[src/rtl/grid_stream_reader.sv]
// rtl/grid_stream_reader.sv - row-major grid scan engine feeding a valid/ready cell stream
// Drives the block RAM read address and re-times read data through a 2-entry output buffer.
module grid_stream_reader #(
  parameter int WIDTH  = 8,
  parameter int GRID_W = 16,
  parameter int GRID_H = 16,
  parameter int ADDRW  = $clog2(GRID_W * GRID_H),
  parameter int XW     = (GRID_W > 1) ? $clog2(GRID_W) : 1,
  parameter int YW     = (GRID_H > 1) ? $clog2(GRID_H) : 1
) (
  input  logic             clk,
  input  logic             rst,
  input  logic             start,
  output logic             busy,
  output logic             done,
  output logic [ADDRW-1:0] addr_read,
  input  logic [WIDTH-1:0] data_in,
  output logic             m_valid,
  input  logic             m_ready,
  output logic [WIDTH-1:0] m_data,
  output logic [XW-1:0]    m_x,
  output logic [YW-1:0]    m_y,
  output logic             m_last
);
  typedef enum logic [1:0] {S_IDLE, S_SCAN, S_DRAIN} state_t;

  localparam logic [XW-1:0] X_MAX = XW'(GRID_W - 1);
  localparam logic [YW-1:0] Y_MAX = YW'(GRID_H - 1);

  state_t                 state_q, state_d;
  logic [ADDRW-1:0]       addr_q, addr_d;
  logic [XW-1:0]          x_q, x_d;
  logic [YW-1:0]          y_q, y_d;
  logic                   inflight_q, inflight_d;
  logic [XW-1:0]          tag_x_q, tag_x_d;
  logic [YW-1:0]          tag_y_q, tag_y_d;
  logic                   tag_last_q, tag_last_d;
  logic                   done_q, done_d;
  logic [1:0][WIDTH-1:0]  buf_data_q, buf_data_d;
  logic [1:0][XW-1:0]     buf_x_q, buf_x_d;
  logic [1:0][YW-1:0]     buf_y_q, buf_y_d;
  logic [1:0]             buf_last_q, buf_last_d;
  logic                   rd_ptr_q, rd_ptr_d;
  logic                   wr_ptr_q, wr_ptr_d;
  logic [1:0]             occ_q, occ_d;

  logic pop, push, issue, cell_last;

  always_comb begin
    state_d    = state_q;
    addr_d     = addr_q;
    x_d        = x_q;
    y_d        = y_q;
    inflight_d = 1'b0;
    tag_x_d    = tag_x_q;
    tag_y_d    = tag_y_q;
    tag_last_d = tag_last_q;
    done_d     = 1'b0;
    buf_data_d = buf_data_q;
    buf_x_d    = buf_x_q;
    buf_y_d    = buf_y_q;
    buf_last_d = buf_last_q;
    rd_ptr_d   = rd_ptr_q;
    wr_ptr_d   = wr_ptr_q;
    occ_d      = occ_q;

    pop       = m_valid & m_ready;
    push      = inflight_q;
    cell_last = (x_q == X_MAX) && (y_q == Y_MAX);
    // Only issue when the read can be guaranteed a buffer slot on arrival.
    issue     = (state_q == S_SCAN) &&
                (({1'b0, occ_q} + {2'b00, inflight_q}) < (3'd2 + {2'b00, pop}));

    case (state_q)
      S_IDLE: begin
        if (start) begin
          state_d = S_SCAN;
          addr_d  = '0;
          x_d     = '0;
          y_d     = '0;
        end
      end
      S_SCAN: begin
        if (issue && cell_last) state_d = S_DRAIN;
      end
      S_DRAIN: begin
        if ((occ_q == 2'd0) && !inflight_q) begin
          state_d = S_IDLE;
          done_d  = 1'b1;
        end
      end
      default: state_d = S_IDLE;
    endcase

    if (issue) begin
      addr_d     = addr_q + ADDRW'(1);
      inflight_d = 1'b1;
      tag_x_d    = x_q;
      tag_y_d    = y_q;
      tag_last_d = cell_last;
      if (x_q == X_MAX) begin
        x_d = '0;
        y_d = y_q + YW'(1);
      end else begin
        x_d = x_q + XW'(1);
      end
    end

    if (push) begin
      buf_data_d[wr_ptr_q] = data_in;
      buf_x_d[wr_ptr_q]    = tag_x_q;
      buf_y_d[wr_ptr_q]    = tag_y_q;
      buf_last_d[wr_ptr_q] = tag_last_q;
      wr_ptr_d             = ~wr_ptr_q;
    end
    if (pop) rd_ptr_d = ~rd_ptr_q;

    case ({push, pop})
      2'b10:   occ_d = occ_q + 2'd1;
      2'b01:   occ_d = occ_q - 2'd1;
      default: occ_d = occ_q;
    endcase
  end

  always_ff @(posedge clk or posedge rst) begin
    if (rst) begin
      state_q    <= S_IDLE;
      addr_q     <= '0;
      x_q        <= '0;
      y_q        <= '0;
      inflight_q <= 1'b0;
      tag_x_q    <= '0;
      tag_y_q    <= '0;
      tag_last_q <= 1'b0;
      done_q     <= 1'b0;
      buf_data_q <= '0;
      buf_x_q    <= '0;
      buf_y_q    <= '0;
      buf_last_q <= '0;
      rd_ptr_q   <= 1'b0;
      wr_ptr_q   <= 1'b0;
      occ_q      <= 2'd0;
    end else begin
      state_q    <= state_d;
      addr_q     <= addr_d;
      x_q        <= x_d;
      y_q        <= y_d;
      inflight_q <= inflight_d;
      tag_x_q    <= tag_x_d;
      tag_y_q    <= tag_y_d;
      tag_last_q <= tag_last_d;
      done_q     <= done_d;
      buf_data_q <= buf_data_d;
      buf_x_q    <= buf_x_d;
      buf_y_q    <= buf_y_d;
      buf_last_q <= buf_last_d;
      rd_ptr_q   <= rd_ptr_d;
      wr_ptr_q   <= wr_ptr_d;
      occ_q      <= occ_d;
    end
  end

  assign busy      = (state_q != S_IDLE);
  assign done      = done_q;
  assign addr_read = addr_q;
  assign m_valid   = (occ_q != 2'd0);
  assign m_data    = buf_data_q[rd_ptr_q];
  assign m_x       = buf_x_q[rd_ptr_q];
  assign m_y       = buf_y_q[rd_ptr_q];
  assign m_last    = m_valid & buf_last_q[rd_ptr_q];
endmodule

[config.mk]
export PLATFORM = sky130hd
export DESIGN_NAME = grid_stream_reader
export DESIGN_NICKNAME = d
export VERILOG_FILES = /design/src/rtl/grid_stream_reader.sv
export SDC_FILE = /design/constraint.sdc
export NUM_CORES = 1
export LEC_CHECK = 0
export CELL_PAD_IN_SITES_DETAIL_PLACEMENT = 0
export CELL_PAD_IN_SITES_GLOBAL_PLACEMENT = 1
export CORE_MARGIN = 10
export CORE_UTILIZATION = 55
export CTS_BUF_LIST = sky130_fd_sc_hd__clkbuf_8 sky130_fd_sc_hd__clkbuf_16
export CTS_CLUSTER_DIAMETER = 50
export CTS_CLUSTER_SIZE = 30
export DETAILED_ROUTE_END_ITERATION = 7
export DONT_BUFFER_PORTS = 1
export PLACE_DENSITY = 0.88
export SLEW_MARGIN = 40
export SYNTH_ARGS = -nofsm -noshare
export SYNTH_HDL_FRONTEND = slang
export SYNTH_SLANG_ARGS = --single-unit
[constraint.sdc]
create_clock -name clk -period 3.8 [get_ports clk]
set_input_delay 0.19 -clock clk [delete_from_list [all_inputs] [get_ports clk]]
set_output_delay 0.19 -clock clk [all_outputs]
set_load 0.01 [all_outputs]
Yosys cells after proc, flatten, opt, wreduce, memory -nomap -nowiden
Cells that the tools add are included.
{"block": "totals", "out_inout_bits": 28, "inputBits": 12, "ff_bits": 67, "elab_cells": 95}
{"block": "op_classes", "n_reduce_logical": 15, "n_lt_le_gt_ge": 4, "n_mux": 37, "eq_ne": 9, "n_bitwise": 4, "n_addsub": 7}
{"operator": "$mux W4", "n": 13}
{"operator": "$mux W8", "n": 6}
{"operator": "$bwmux W16", "n": 1}
{"operator": "$bwmux W8", "n": 2}
{"operator": "$reduce_bool A2 Y1", "n": 5}
{"operator": "$add A4 B1 Y4 const B", "n": 2}
{"operator": "$add A8 B1 Y8 const B", "n": 1}
{"operator": "$demux W8 S1", "n": 1}
{"operator": "$eq A4 B4 Y1 const B", "n": 2}
{"operator": "$mux W1", "n": 6}
{"operator": "$mux W2", "n": 3}
{"operator": "$pmux W2 S3", "n": 1}
{"operator": "$logic_and A1 B1 Y1", "n": 5}
{"operator": "$demux W4 S1", "n": 1}
{"operator": "$eq A2 B1 Y1 const B", "n": 2}
{"operator": "$eq A2 B2 Y1 const B", "n": 2}
{"operator": "$logic_not A2 Y1", "n": 2}
{"operator": "$lt A1 B2 Y1 const B", "n": 2}
{"operator": "$ne A2 B2 Y1 const B", "n": 2}
{"operator": "$pmux W2 S2", "n": 1}
{"operator": "$add A2 B1 Y3", "n": 1}
{"operator": "$add A2 B1 Y3 const A", "n": 1}
{"operator": "$lt A3 B3 Y1", "n": 1}
{"operator": "$reduce_and A3 Y1", "n": 1}
{"operator": "10 further kinds", "n": 12}

Logic depth before layout (Yosys ltp)
Gate-level depths: netlist (run 1).
{"block": "logic_depth", "word_depth": 8, "depth_mapped": 6, "ltp_nobuf": 6}

Worst setup path after synthesis (run 1)
Ideal clock, no wire load.
{"block": "synth_timing", "path_type": "reg2reg", "from": "reg inflight_q", "to": "reg tag_x_q[0]", "synth_period_minus_slack_ns": 1.957, "required_ns": 3.675, "setup_time_ns": 0.125, "path_buffers": 0, "arrival_time_ns": 1.832, "slack_ns": 1.843, "stages_incl_launch_ff": 7, "path_cell_list": "dfrtp_1 > ha_1 > ha_1 > nor3b_4 > nand2_2 > inv_2 > mux2_2"}
{"block": "synth_between", "elab_chain_len": 3}
{"element": "start, declared", "line": "34", "source": "logic inflight_q, inflight_d;"}
{"element": "start signal, assigned", "line": "148", "source": "inflight_q <= inflight_d;"}
{"element": "$add A2 B1 Y3", "line": "72", "source": "(({1'b0, occ_q} + {2'b00, inflight_q}) < (3'd2 + {2'b00, pop}));"}
{"element": "$lt A3 B3 Y1", "line": "72"}
{"element": "$logic_and A1 B1 Y1", "line": "71", "source": "issue = (state_q == S_SCAN) &&"}
{"element": "end signal, assigned", "line": "149", "source": "tag_x_q <= tag_x_d;"}
{"element": "end, declared", "line": "35", "source": "logic [XW-1:0] tag_x_q, tag_x_d;"}
Every way passes these cells.
A chain may end at the register's enable or synchronous reset.

Final worst setup path (run 1)
{"block": "layout_timing", "from": "reg inflight_q", "to": "reg tag_x_q[1]"}
Same word-level chain as after synthesis.

==> flow_summary.json, run 1 <==
{
  "outcome": "completed",
  "synth_cell_types": 41,
  "cts_buffer_depth": 2,
  "dp.cells": 304,
  "p_comb_share_pct": 37.7,
  "finalHoldWorstSlack_ns": 0.0110,
  "syn_nets": 257,
  "tightest_slew_ns": 0.789,
  "p_switching_mw": 1.15,
  "num_antenna_cells": 0,
  "finalHoldViolCount": 0,
  "numCtsBuffers": 9,
  "fin_setup_tns_ns": 0,
  "p_seq_share_pct": 40.1,
  "hold_class": "input pin to flop",
  "drtIter0Drc": 80,
  "postCtsSetupBuffers": 0,
  "rows": 27,
  "io_buffers": 0,
  "die_y_um": 94.4,
  "syn_avg_cell_area_um2": 12.7,
  "yosysTopAreaCellShare_pct": 55.1,
  "nets": 271,
  "critical_path_arrival_ns": 2.42,
  "cts_tree": "yes",
  "max-cap-violations": 0,
  "layout.cells.non_filler": 330,
  "syn_area_mm2": 0.00305,
  "p_per_area_mw_per_mm2": 921,
  "gp_congestion": 0.782,
  "grt-ovfl-total": 0,
  "clockRootBuffer": "clkbuf_8",
  "p_leak_nw": 1.56,
  "wl_per_cell_um": 16.9,
  "synth_common_cells": "67 x dfrtp_1, 57 x mux2_2, 10 x nand3_1, 10 x o21ai_0",
  "switching_share_pct": 36.3,
  "top_level_ports": 40,
  "synth-main-ff-cell": "dfrtp_1",
  "path_clk_slew_ns": 0.07,
  "die_x_um": 94.4,
  "synth_edf_count": 0,
  "hpwlAfterDp_um": 3830,
  "area_growth_pct": 13.3,
  "vias": 1862,
  "synth_top_area_cell": "dfrtp_1",
  "fmax_mhz": 453,
  "crit_path_end_kind": "flop",
  "setup_viol": 0,
  "clock_latency_ns": 0.34,
  "async_flop_share_pct": 100,
  "htreeDepth": 3,
  "first_pass_iters": 4,
  "fin_skew_ns": 0.00949,
  "detail-route-antenna-nets": 0,
  "synth.top_cells.by_area": "dfrtp_1 55%, mux2_2 21%, ha_1 2.5%",
  "slew_headroom_pct": 47.4,
  "startpoint_type": "flop",
  "start_util_pct": 56.0,
  "grt_pass1_vias": 1947,
  "dieArea_mm2": 0.00891,
  "core_area_mm2": 0.00544,
  "synth_warnings": 0,
  "period_needed_ns": 2.21,
  "drc": 0,
  "via_per_inst": 5.64,
  "drive_gt1_share_pct": 32.2,
  "synth_cells": 239,
  "track_usage_pct": 13.8,
  "final_max_slew_viol_count": 0,
  "crit_required_ns": 4.02,
  "cp_max_fo": 10,
  "vdd_drop_max_v": 0.000394,
  "rsz0062_at_grt": "no",
  "period_share_pct": 58.1,
  "grt_max_degree": 46,
  "synth.most_common_cell": "dfrtp_1",
  "clkPwrFrac_pct": 22.1,
  "final_util_pct": 63.4,
  "ys_seq_area_share_pct": 55.1,
  "totalWireLength_um": 5590,
  "cts.sinks": 67,
  "critPathKind": "flop to flop",
  "grt_first_pass_wirelength_um": 9720,
  "antenna_found_initial": 0,
  "intPower_mw": 2.02,
  "synth-seq-cells": 67
}
[cell usage in the layout (no fill, tap or decap), drive strengths merged, types with 6 or more instances in the layout]
master,n
nand2,11
dlygate4sd3,10
mux2,57
nor2,8
ha,6
o21ai,13
nand3,10
dfrtp,67
clkbuf,9
o211ai,7
inv,10
[logic make-up (layout without fill, tap and decap cells)]
logic type                 count (synthesis)  after routing  share of synthesized area, %
and+or+nand+nor                           48             48                          8.63
AOI/OAI and AO/OA                         32             32                          7.03
adders and majority gates                  6              6                          2.47
xor gates and xnor gates                   7              7                          2.01
muxes                                     61             61                          22.4
DFF                                       67             67                          55.1
buffers and inverters                     18             37                          2.42
[sequential cells by signal (all words and copies together), names as in the netlist]
register / count
state_q: 2
done: 1
addr_read: 8
tag_last_q: 1
wr_ptr_q: 1
rd_ptr_q: 1
tag_y_q: 4
buf_data_q: 16
tag_x_q: 4
occ_q: 2
inflight_q: 1
x_q: 4
buf_y_q: 8
buf_x_q: 8
y_q: 4
buf_last_q: 2
[metrics by stage]
step	area (um2)	worst slack, ns	total power [mW]
after global placement	3110	1.64	2.45
after detailed placement	3110	1.60	2.49
after floorplan	3050	1.84	2.23
final	3450	1.59	3.18
after CTS	3430	1.58	3.21
after global routing	3450	1.41	3.43
[cell type report]
type	instances	area, um2
Fill cell	437	1990
Sequential cell	67	1680
Multi-Input combinational cell	154	1300
Clock buffer	9	124
Clock inverter	7	116
Timing Repair Buffer	11	108
Tap cell	72	90.1
Inverter	10	37.5
[power groups by stage]
stage,logic [mW],registers (mW),clock network (mW)
6_report,1.20,1.28,0.703
3_5_place_dp,1.21,1.29,0
4_1_cts,1.22,1.28,0.715
3_3_place_gp,1.18,1.27,0
5_1_grt,1.35,1.33,0.750
2_1_floorplan,1.06,1.18,0
[per-layer routing]
metal  part of all wire [%]  wire length (um)  GRT usage, %
met5                      0                 0             0
met4                    1.5                85          6.58
met3                    5.6               313          4.04
met2                     45              2520          20.0
met1                     48              2670          18.5
[critical path, cell delays in order (launching register included)]
cell and delay [ns]:
dfrtp_1 0.46, ha_1 0.23, ha_1 0.22, nor3b_4 0.39, nand2_2 0.21, inv_2 0.22, mux2_2 0.36
[worst paths after layout]
| path | from | end | slack, ns | cells past startpoint |
|---|---|---|---|---|
| max | inflight_q | tag_x_q[1] | 1.59 | 6 |
| min | data_in[0] | buf_data_q[0] | 0.01 | 1 |
| max reg2reg | inflight_q | tag_x_q[1] | 1.59 | 6 |
| min reg2reg | wr_ptr_q | wr_ptr_q | 0.50 | 1 |
| max in group asynchronous | rst | buf_y_q[5] | 2.56 | 3 |
| min in group asynchronous | rst | buf_data_q[14] | 0.32 | 2 |
[what timing repair did]
action	4_1_cts	5_1_grt
gates resized for setup	0	0
hold endpoints to repair	32	2
hold buffers	8	2
Note: power is estimated with default switching activity, not from simulation.
==> run 2: changes to the inputs <==
CORE_UTILIZATION = 51   (was 55)
PLACE_DENSITY = 0.83   (was 0.88)
clock period = 2.1 ns   (was 3.8 ns; I/O delays follow)
==> flow_summary.json, run 2 (synthesis gave the netlist of run 1 again) <==
{
  "final_cell_mix": "67 x dfrtp_1, 57 x mux2_2, 11 x buf_4",
  "vias": 1950,
  "htreeDepth": 3,
  "rsz0062_at_grt": "no",
  "finalHoldViolCount": 0,
  "final_max_slew_viol_count": 0,
  "cts_buffer_depth": 2,
  "clock_latency_ns": 0.34,
  "nFillCells": 466,
  "fin_skew_ns": 0.0122,
  "largest_register": "buf_data_q",
  "layout_commonest_cell": "dfrtp_1",
  "crit_required_ns": 2.35,
  "gp_congestion": 0.771,
  "area_growth_pct": 17.5,
  "cts.repair.resized": 0,
  "worstHoldPathCells": 3,
  "clockRootBuffer": "clkbuf_8",
  "period_share_pct": 95.2,
  "grt-ovfl-total": 0,
  "hpwlAfterDp_um": 3940,
  "detail-route-antenna-nets": 0,
  "p_per_area_mw_per_mm2": 1710,
  "cts.sinks": 67,
  "slew_headroom_pct": 69.7,
  "critPathKind": "flop to flop",
  "first_pass_iters": 4,
  "vdd_drop_max_v": 0.000827,
  "drc": 0,
  "finalHoldWorstSlack_ns": 0.0500,
  "dieArea_mm2": 0.00946,
  "ff2ff_path_depth": 5,
  "die_x_um": 97.3,
  "setup_viol": 0,
  "fmax_mhz": 500,
  "hold_class": "input pin to flop",
  "startpoint_type": "flop",
  "drive_gt1_share_pct": 34.6,
  "crit_path_end_kind": "flop",
  "die_y_um": 97.3,
  "core_area_mm2": 0.00585,
  "period_needed_ns": 2.00,
  "via_per_inst": 5.67,
  "start_util_pct": 52.1,
  "wl_per_cell_um": 17.1,
  "grt_max_degree": 68,
  "grt_pass1_vias": 1995,
  "antenna_found_initial": 0,
  "max-cap-violations": 0,
  "totalWireLength_um": 5870,
  "io_buffers": 0,
  "path_clk_slew_ns": 0.08,
  "tightest_slew_ns": 0.453,
  "outcome": "completed",
  "rows": 28,
  "rrSetupSlack_ns": 0.10,
  "track_usage_pct": 12.7,
  "path_common_cell": "ha_1",
  "num_antenna_cells": 0,
  "numCtsBuffers": 9,
  "top_level_ports": 40,
  "fin_setup_tns_ns": 0,
  "critical_path.cell_chain": "ha_1 > ha_1 > or3b_1 > or4_1 > o221ai_1",
  "drtIter0Drc": 65,
  "cts_tree": "yes",
  "critical_path_arrival_ns": 2.25,
  "grt_first_pass_wirelength_um": 10000,
  "final_util_pct": 61.2,
  "largest_reg_flops": 16,
  "slowest_stage": "or3b_1",
  "nets": 282,
  "p_leak_nw": 1.63,
  "cp_slowest_stage_delay_ns": 0.53,
  "cp_max_fo": 10
}
[run 2: layer usage]
| layer | global-route usage (%) | share of wire, % | vias to the layer above |
|---|---|---|---|
| met4 | 5.70 | 1.4 | 0 |
| met2 | 19.2 | 46 | 43 |
| li1 | - | - | 910 |
| met5 | 0 | 0 | - |
| met3 | 4.05 | 4.8 | 8 |
| met1 | 16.2 | 48 | 989 |
[run 2: critical path, delay by kind of cell, from the launching register on]
family	cells	cell delay (ns)
AND/OR/NAND/NOR	2	1.05
adder cells (fa/ha/maj)	2	0.42
flip-flops	1	0.38
AO/OA/AOI/OAI	1	0.08
[run 2: final timing paths]
kind | from | end
max reg2reg | inflight_q | x_q[3]
min | m_ready | rd_ptr_q
min reg2reg | wr_ptr_q | wr_ptr_q
min in group asynchronous | rst | rd_ptr_q
max in group asynchronous | rst | buf_y_q[5]
max | inflight_q | x_q[3]
[run 2: through the flow]
stage	instances	setup slack [ns]	instance area, um2	total power [mW]
finish	344	0.101	3580	6.14
global route	344	0.0149	3580	6.57
CTS	344	0.105	3580	6.21
detailed placement	318	0.101	3210	4.72
global placement	318	0.144	3210	4.66
floorplan	239	0.143	3050	4.04
[run 2: area by class of cell]
cell class                      count  area (um2)  share of cell area (%)
Sequential cell                    67        1680                    46.8
Multi-Input combinational cell    154        1290                    36.2
Timing Repair Buffer               22         203                    5.66
Clock buffer                       10         138                    3.84
Clock inverter                      6         136                    3.81
Tap cell                           75        93.8                    2.62
Inverter                           10        37.5                    1.05
[run 2: report_power, final]
group	switching [mW]	internal, mW	leakage (nW)	total [mW]
Combinational	1.23	1.22	0.652	2.45
Sequential	0.423	1.82	0.840	2.24
Clock	0.505	0.944	0.133	1.45
[run 2: timing repair]
item                                   CTS  global route
hold buffers                            10             0
endpoints found under the hold margin   84             0
buffers inserted                         0             0
